File: src/rtl/control_loop_cmd_initiator_pkg.sv
// Shared control-loop command codes plus the state type of the command initiator.
package control_loop_cmd_initiator_pkg;

    localparam int unsigned CMD_WID = 8;

    localparam logic [CMD_WID-1:0] CMD_NOOP   = 8'h00;
    localparam logic [CMD_WID-1:0] CMD_STATUS = 8'h01;
    localparam logic [CMD_WID-1:0] CMD_SETPT  = 8'h02;
    localparam logic [CMD_WID-1:0] CMD_P      = 8'h03;
    localparam logic [CMD_WID-1:0] CMD_I      = 8'h04;
    localparam logic [CMD_WID-1:0] CMD_DELAY  = 8'h05;
    localparam logic [CMD_WID-1:0] CMD_ERR    = 8'h06;
    localparam logic [CMD_WID-1:0] CMD_Z      = 8'h07;
    localparam logic [CMD_WID-1:0] CMD_CYCLES = 8'h08;
    localparam logic [CMD_WID-1:0] WRITE_BIT  = 8'h80;

    typedef enum logic [1:0] {
        ST_IDLE,
        ST_WAIT_ACK,
        ST_WAIT_RELEASE
    } init_state_t;

endpackage

File: src/rtl/control_loop_cmd_initiator.sv
// Initiator for the control loop's four-phase start_cmd/finish_cmd command handshake,
// with a per-phase timeout that turns a stuck command into an error response.
module control_loop_cmd_initiator
    import control_loop_cmd_initiator_pkg::*;
#(
    parameter int unsigned CMD_WID     = 8,
    parameter int unsigned DATA_WID    = 64,
    parameter int unsigned TIMEOUT     = 1000000,
    parameter int unsigned TIMEOUT_WID = 20
) (
    input  logic                clk,
    input  logic                rst,

    input  logic                req_valid,
    output logic                req_ready,
    input  logic [CMD_WID-1:0]  req_cmd,
    input  logic [DATA_WID-1:0] req_data,

    output logic                resp_valid,
    output logic [DATA_WID-1:0] resp_data,
    output logic                resp_err,

    output logic [CMD_WID-1:0]  cmd,
    output logic [DATA_WID-1:0] word_in,
    input  logic [DATA_WID-1:0] word_out,
    output logic                start_cmd,
    input  logic                finish_cmd
);

    localparam logic [TIMEOUT_WID-1:0] TIMER_LAST = TIMEOUT_WID'(TIMEOUT - 1);

    init_state_t            state;
    logic [TIMEOUT_WID-1:0] timer;

    assign req_ready = (state == ST_IDLE);

    always_ff @(posedge clk) begin
        if (rst) begin
            state      <= ST_IDLE;
            start_cmd  <= 1'b0;
            cmd        <= '0;
            word_in    <= '0;
            resp_valid <= 1'b0;
            resp_data  <= '0;
            resp_err   <= 1'b0;
            timer      <= '0;
        end else begin
            resp_valid <= 1'b0;
            case (state)
                ST_IDLE: begin
                    // A stale finish_cmd here is not guarded: WAIT_ACK will ack at once.
                    if (req_valid) begin
                        cmd       <= req_cmd;
                        word_in   <= req_data;
                        start_cmd <= 1'b1;
                        timer     <= '0;
                        state     <= ST_WAIT_ACK;
                    end
                end

                ST_WAIT_ACK: begin
                    if (finish_cmd) begin
                        resp_data <= word_out;
                        resp_err  <= 1'b0;
                        start_cmd <= 1'b0;
                        timer     <= '0;
                        state     <= ST_WAIT_RELEASE;
                    end else if (timer == TIMER_LAST) begin
                        resp_data <= '0;
                        resp_err  <= 1'b1;
                        start_cmd <= 1'b0;
                        timer     <= '0;
                        state     <= ST_WAIT_RELEASE;
                    end else begin
                        timer <= timer + 1'b1;
                    end
                end

                ST_WAIT_RELEASE: begin
                    if (!finish_cmd) begin
                        resp_valid <= 1'b1;
                        state      <= ST_IDLE;
                    end else if (timer == TIMER_LAST) begin
                        resp_err   <= 1'b1;
                        resp_data  <= '0;
                        resp_valid <= 1'b1;
                        state      <= ST_IDLE;
                    end else begin
                        timer <= timer + 1'b1;
                    end
                end

                default: begin
                    start_cmd <= 1'b0;
                    state     <= ST_IDLE;
                end
            endcase
        end
    end

endmodule

File: config.mk
export PLATFORM = sky130hd
export DESIGN_NAME = control_loop_cmd_initiator
export DESIGN_NICKNAME = d
export VERILOG_FILES = /design/src/rtl/control_loop_cmd_initiator_pkg.sv /design/src/rtl/control_loop_cmd_initiator.sv
export SDC_FILE = /design/constraint.sdc
export NUM_CORES = 1
export LEC_CHECK = 0
export ABC_AREA = 0
export BUFFER_PORTS_ARGS = -buffer_cell sky130_fd_sc_hd__clkbuf_2
export CAP_MARGIN = 10
export CELL_PAD_IN_SITES_DETAIL_PLACEMENT = 0
export CELL_PAD_IN_SITES_GLOBAL_PLACEMENT = 1
export CORE_MARGIN = 4
export CORE_UTILIZATION = 34
export CTS_BUF_LIST = sky130_fd_sc_hd__clkbuf_8
export DETAILED_ROUTE_END_ITERATION = 7
export GPL_ROUTABILITY_DRIVEN = 0
export PLACE_DENSITY = 0.92
export SYNTH_ARGS = -nofsm -noshare
export SYNTH_HDL_FRONTEND = slang
export SYNTH_SLANG_ARGS = --single-unit
File: constraint.sdc
create_clock -name clk -period 3.17 [get_ports clk]
set_input_delay 0.1585 -clock clk [delete_from_list [all_inputs] [get_ports clk]]
set_output_delay 0.1585 -clock clk [all_outputs]
set_load 0.03 [all_outputs]
==> results.py, run 1 <==
metrics = {
    "status": {
        "status": "complete, no violations",
    },
    "grt": {
        "grt_max_degree": 80,
        "antenna_found_initial": 0,
        "gr-usage-all-layers_pct": 18.9,
        "grt_pass1_vias": 6326,
        "globalRoute.totalOverflow": 0,
        "grt_pass1_wl_um": 31900,
    },
    "logic_synthesis": {
        "synth_edf_count": 0,
        "syn_inst": 772,
        "ys_top_cells_by_count": "dfxtp_1, nand2_1, a21oi_1",
        "synth_top_area_share_pct": 51.1,
        "ys_warn_count": 0,
        "synth-main-ff-cell": "dfxtp_1",
        "async_flop_share_pct": 0,
        "avgSynthCellArea_um2": 8.18,
        "yosysMostFrequentCell": "dfxtp_1",
        "synth_cell_type_count": 46,
        "synth_nets": 917,
        "ys_seq_elements": 161,
        "ys_seq_area_share_pct": 51.1,
        "syn_area_mm2": 0.00631,
        "yosys-top-cells-area": "dfxtp_1, nand2_1, a211oi_1",
        "yosys.area.top_type": "dfxtp_1",
    },
    "timing": {
        "finalSetupTns_ps": 0,
        "finClkSkew_ps": 11.6,
        "clock.fmax_mhz": 390,
        "slew_violations": 0,
        "period_share_pct": 80.9,
        "relSlewSlack_pct": 39.6,
        "tightest_slew_ps": 906,
        "setup_viol": 0,
        "min_period_ps": 2560,
        "grt_setup_unrepaired": "false",
        "hold_violations": 0,
    },
    "setup_path": {
        "critPathTopFamily": "simple AND/OR/NAND/NOR gates",
        "worst_setup_path_end_kind": "register",
        "reg2reg_setup_slack_ps": 610,
        "crit_required_ps": 3530,
        "rr_worst_depth": 5,
        "r2r-end": "timer[15]$_SDFFE_PP0P_",
        "slowest_delay_ps": 660,
        "r2r-start": "timer[7]$_SDFFE_PP0P_",
        "crit_path_start": "timer[7]$_SDFFE_PP0P_",
        "arrival_ps": 2930,
        "cp-start-kind": "register",
        "crit_fanout": 21,
        "crit_end": "timer[15]$_SDFFE_PP0P_",
        "cp_num_cells": 5,
        "crit_buf_inv": 0,
        "crit_slowest_cell": "o21ai_2",
        "worstPathCellList": "or4b_1 -> or4_1 -> o21ai_2 -> a22oi_1 -> a21oi_1",
        "crit_type": "reg -> reg",
    },
    "layout": {
        "n_fill_cell": 1707,
        "multi_input_area_mm2": 0.00282,
        "area_growth_pct": 42.1,
        "drive_above_1_share_pct": 30.2,
        "nets": 1234,
        "num_antenna_cells": 0,
        "register_area_mm2": 0.00322,
    },
    "place": {
        "dpl.hpwl_um": 13600,
        "portBuffers": 279,
    },
    "die": {
        "io-pin-count": 280,
        "core_area_mm2": 0.0181,
        "num_rows": 49,
        "start_util_pct": 34.9,
        "die_h_um": 144,
        "die_w_um": 144,
        "die_area_mm2": 0.0208,
    },
    "power_and_ir_drop": {
        "p_leak_nw": 3.79,
        "power.density_mw_per_mm2": 750,
        "power.ir.vdd_worst_mv": 0.346,
        "power_w": 0.00673,
    },
    "detailed_routing": {
        "routed_wl_um": 20700,
        "drtAntennaViolNets": 0,
        "vias": 6682,
        "first_pass_iters": 4,
        "via_per_inst": 5.02,
        "avgRoutedWirePerCell_um": 15.5,
        "drt_iter0_drc": 309,
        "route.detailed.drc": 0,
    },
    "clock_tree": {
        "post-cts-setup-buffers": 0,
        "path_clk_slew_ps": 80,
        "numCtsBuffers": 17,
        "clock-root-buffer": "clkbuf_8",
        "cts_sinks": 161,
        "h-tree-depth": 4,
        "cts_tree": "yes",
        "cts_buffer_depth": 2,
        "clk_latency_ps": 440,
    },
    "min_path": {
        "hp-start": "finish_cmd",
        "hp-class": "in -> reg",
        "min_path_cells": 2,
    },
    "run": {
        "drv_cap": 0,
    },
}
[final cells by class]
cell class / count / area share, %
clock inverters: 14 / 1.30
inverters: 7 / 0.293
flip-flops and latches: 161 / 35.9
well taps: 229 / 3.19
clock buffers: 18 / 2.76
multi-input cells: 541 / 31.5
repair buffers: 361 / 25.0
[state kept, by name, indices dropped and copies added (netlist names)]
signal and count:
cmd 8, state 2, resp_err 1, word_in 64, resp_data 64, start_cmd 1, resp_valid 1, timer 20
[per-stage QoR]
stage | util (%) | hold WS, ps | cell area [um^2] | cells | setup slack, ps
floorplan | - | 255 | 6310 | 772 | 869
global placement | 43.6 | 382 | 7880 | 1227 | 661
detailed placement | 43.6 | 388 | 7880 | 1227 | 642
CTS | 49.6 | 3.40 | 8970 | 1331 | 621
global route | 49.6 | 19.2 | 8970 | 1331 | 411
finish | 49.6 | 38.9 | 8970 | 1331 | 606
[timing repair]
action / CTS / global route
gates resized for setup: 0 / 0
endpoints found under the hold margin: 72 / 0
hold buffers: 72 / 0
[kinds of logic (layout without fill, tap and decap cells)]
kind of cell | Yosys count | in the layout | share of synthesized area, %
buffers and inverters | 70 | 400 | 4.42
XOR/XNOR | 7 | 7 | 0.971
multiplexers | 2 | 2 | 0.337
flip-flops | 161 | 161 | 51.1
AND/OR/NAND/NOR | 281 | 281 | 18.9
adder cells (fa/ha/maj) | 5 | 5 | 0.991
AO/OA/AOI/OAI | 246 | 246 | 23.3
[worst min path at each step]
stage / endpoint
2_1_floorplan: resp_valid$_SDFF_PP0_
3_3_place_gp: word_in[44]$_SDFFE_PP0P_
3_5_place_dp: word_in[13]$_SDFFE_PP0P_
4_1_cts: resp_valid$_SDFF_PP0_
5_1_grt: resp_valid$_SDFF_PP0_
6_report: resp_valid$_SDFF_PP0_
[where the power goes]
group	switching, W	internal (W)
sequential	0.000203	0.00240
clock	0.000835	0.000586
combinational	0.00189	0.000815
total	0.00292	0.00380
[routing by layer]
layer	track usage, %	vias up	routed length [um]
met1	23.2	3066	8690
li1	-	3311	-
met2	30.4	281	9420
met4	5.84	0	384
met5	0	-	0
met3	7.71	24	2190
[placed cells by master (no fill, tap or decap), types with 2 or more instances in the layout]
cell type / instances
ha_1: 5
or3_1: 3
nand2_2: 2
a22oi_1: 2
a211oi_1: 67
and2_1: 2
dlygate4sd3_1: 72
clkinvlp_4: 2
o31ai_1: 5
o21ai_0: 70
clkbuf_2: 278
nand2b_1: 2
a21oi_1: 87
clkbuf_8: 18
o21a_1: 2
nor2_1: 76
dfxtp_1: 161
xor2_1: 5
buf_12: 4
nor3_1: 3
inv_6: 8
nand4_1: 7
buf_4: 7
nand3_1: 10
nor4_1: 2
a31oi_1: 3
o211ai_1: 2
xnor2_1: 2
clkinv_4: 3
nand4b_1: 2
or4_1: 7
nor2b_1: 4
nand2_1: 152
inv_1: 7
Note: power is estimated with default switching activity, not from simulation.
==> run 2: changes to the inputs <==
Settings changed: ABC_AREA 0 to 1, CORE_UTILIZATION 34 to 31, PLACE_DENSITY 0.92 to 0.89.
Clock period 3.17 ns to 2.2 ns, I/O delays scaled along.
==> run 2 against run 1 <==
  * Global-route usage fell by 0.95 points
  * Die area is 19% higher
  * Sequential cell count unchanged
  * Routed wire length grew 13%
  * Largest cell class is now multi-input gates
  * Synthesized cell count grew 23%
  * Clock-buffer cell count shrank 1
  * Non-clock buffer count up 67
  * Clock power increased by 61%
  * Cell count grew 23%
==> results.py, run 2 <==
metrics = {
    "detailed_routing": {
        "vias": 7546,
        "via_per_inst": 4.62,
        "first_pass_iters": 4,
        "route.detailed.drc": 0,
        "routed_wl_um": 23300,
        "avgRoutedWirePerCell_um": 14.3,
        "drtAntennaViolNets": 0,
        "drt_iter0_drc": 606,
    },
    "setup_path": {
        "r2r-start": "state[0]$_SDFFE_PP0P_",
        "crit_type": "reg -> reg",
        "crit_slowest_cell": "dfxtp_1",
        "worst_setup_path_end_kind": "register",
        "cp_common_cell": "nor2_1",
        "crit_required_ps": 2550,
        "crit_path_start": "state[0]$_SDFFE_PP0P_",
        "slowest_delay_ps": 370,
        "worstPathCellList": "inv_1 -> ha_1 -> nor2_1 -> inv_2 -> buf_6 -> or2_2 -> a21oi_1 -> nor2_1",
        "reg2reg_setup_slack_ps": 220,
        "rr_worst_depth": 8,
        "crit_fanout": 63,
        "cp-start-kind": "register",
        "r2r-end": "resp_data[56]$_SDFFE_PP0P_",
        "arrival_ps": 2340,
    },
    "grt": {
        "grt_max_degree": 73,
        "gr-usage-all-layers_pct": 17.9,
        "grt_pass1_vias": 7299,
        "antenna_found_initial": 1,
        "grt_pass1_wl_um": 36400,
        "globalRoute.totalOverflow": 0,
    },
    "logic_synthesis": {
        "syn_inst": 950,
        "yosysMostFrequentCell": "nor2_1",
        "ys_seq_area_share_pct": 46.6,
        "avgSynthCellArea_um2": 7.28,
        "yosys.area.top_type": "dfxtp_1",
        "syn_area_mm2": 0.00691,
        "async_flop_share_pct": 0,
        "synth_nets": 1095,
        "synth_edf_count": 0,
        "synth_cell_type_count": 32,
        "synth_top_area_share_pct": 46.6,
        "yosys-top-cells-area": "dfxtp_1, nor2_1, o21ai_0",
        "ys_top_cells_by_count": "nor2_1, dfxtp_1, o21ai_0",
        "ys_warn_count": 0,
        "ys_seq_elements": 161,
        "synth-main-ff-cell": "dfxtp_1",
    },
    "min_path": {
        "hp-start": "req_cmd[3]",
        "min_path_cells": 3,
        "hold_end": "cmd[3]$_SDFFE_PP0P_",
        "hp-class": "in -> reg",
    },
    "layout": {
        "n_fill_cell": 2144,
        "layout_common_cells": "clkbuf_2, nor2_1, dfxtp_1",
        "area_growth_pct": 49.9,
        "nets": 1481,
        "layout_commonest_cell": "clkbuf_2",
        "drive_above_1_share_pct": 29.4,
        "reg_top3": "resp_data x64, word_in x64, timer x20",
    },
    "timing": {
        "slew_violations": 0,
        "finClkSkew_ps": 18.5,
        "finalSetupTns_ps": 0,
        "period_share_pct": 90.1,
        "grt_setup_unrepaired": "false",
        "relSlewSlack_pct": 64.7,
        "setup_viol": 0,
        "postLayoutSetupSlackWorst_ps": 218,
        "hold_violations": 0,
        "tightest_slew_ps": 528,
        "min_period_ps": 1980,
        "clock.fmax_mhz": 504,
    },
    "power_and_ir_drop": {
        "p_leak_nw": 4.70,
        "power.ir.vdd_worst_mv": 0.587,
        "power.density_mw_per_mm2": 1140,
        "p_switching_w": 0.00549,
        "switching_share_pct": 46.3,
        "comb_power_share_pct": 46.2,
        "p_int_w": 0.00637,
        "p_clk_share_pct": 19.3,
        "seqPwrFrac_pct": 34.4,
    },
    "place": {
        "portBuffers": 279,
        "dp_worst_setup_slack_ps": 165,
        "dpl.hpwl_um": 14600,
    },
    "clock_tree": {
        "clk_latency_ps": 460,
        "post-cts-setup-buffers": 0,
        "cts_buffer_depth": 2,
        "clock-root-buffer": "clkbuf_8",
        "h-tree-depth": 4,
        "cts_sinks": 161,
        "numCtsBuffers": 17,
        "path_clk_slew_ps": 100,
        "cts_tree": "yes",
    },
    "status": {
        "status": "complete, no violations",
    },
    "die": {
        "core_area_mm2": 0.0219,
        "die_w_um": 157,
        "die_h_um": 157,
        "io-pin-count": 280,
        "start_util_pct": 31.6,
        "die_area_mm2": 0.0247,
        "num_rows": 54,
    },
    "run": {
        "drv_cap": 0,
    },
}
[run 2: worst max-delay path, delay by kind of cell, from the launching register on]
kind                       cells  cell delay, ps
AOI/OAI and AO/OA              1             190
adders and majority gates      1             330
and+or+nand+nor                3             580
buffers and inverters          3             390
DFF                            1             370
[run 2: how the worst max path moves through the flow]
stage          slack (ps)  cells after the start                         end
3_5_place_dp          160                      8   resp_data[1]$_SDFFE_PP0P_
2_1_floorplan         490                      9  resp_data[61]$_SDFFE_PP0P_
3_3_place_gp          220                      8  resp_data[18]$_SDFFE_PP0P_
6_report              220                      8  resp_data[56]$_SDFFE_PP0P_
4_1_cts               140                      8   resp_data[1]$_SDFFE_PP0P_
5_1_grt                40                      9       timer[1]$_SDFFE_PP0P_
[run 2: power groups by stage]
stage,logic (W),clock network [W],registers [W]
3_5_place_dp,0.00526,0,0.00414
3_3_place_gp,0.00522,0,0.00411
2_1_floorplan,0.00234,0,0.00548
4_1_cts,0.00547,0.00238,0.00408
6_report,0.00548,0.00229,0.00408
5_1_grt,0.00596,0.00249,0.00418
[run 2: per-stage QoR]
| step | hold WS [ps] | area, um^2 | power (W) | instances | utilization [%] |
|---|---|---|---|---|---|
| global route | 47.7 | 10400 | 0.0126 | 1630 | 47.3 |
| finish | 21.4 | 10400 | 0.0119 | 1632 | 47.3 |
| CTS | 3.15 | 10300 | 0.0119 | 1629 | 47.2 |
| detailed placement | 366 | 8560 | 0.00940 | 1460 | 39.1 |
| global placement | 360 | 8560 | 0.00933 | 1460 | 39.1 |
| floorplan | 210 | 6910 | 0.00782 | 950 | - |
[run 2: cells by family (layout without fill, tap and decap cells)]
family	Yosys count	in the layout	share of synthesized area, %
compound gates	229	229	16.7
xor+xnor	3	3	0.380
simple gates	446	446	29.0
flops	161	161	46.6
other cells	0	3	0
buf+inv	106	505	6.35
fa+ha+maj	5	5	0.905
[run 2: routing by layer]
layer	vias up	global-route usage [%]	part of all wire (%)
li1	3832	-	-
met1	3419	22.2	42
met2	263	30.0	48
met3	32	5.25	7.5
met4	0	5.90	2.2
met5	-	0	0
[run 2: repair_timing]
action,4_1_cts,5_1_grt
hold buffers,137,0
gates resized for setup,0,2
setup endpoints to repair,0,32
hold endpoints to repair,141,0
[run 2: area by class of cell]
cell class	count	area (um^2)	share of cell area, %
timing repair buffer	428	2930	28.3
tap	280	350	3.38
clock buffer	17	234	2.26
multi-input combinational	683	3270	31.6
clock inverter	15	174	1.68
inverter	45	170	1.64
sequential	161	3220	31.1
antenna	3	7.51	0.0725
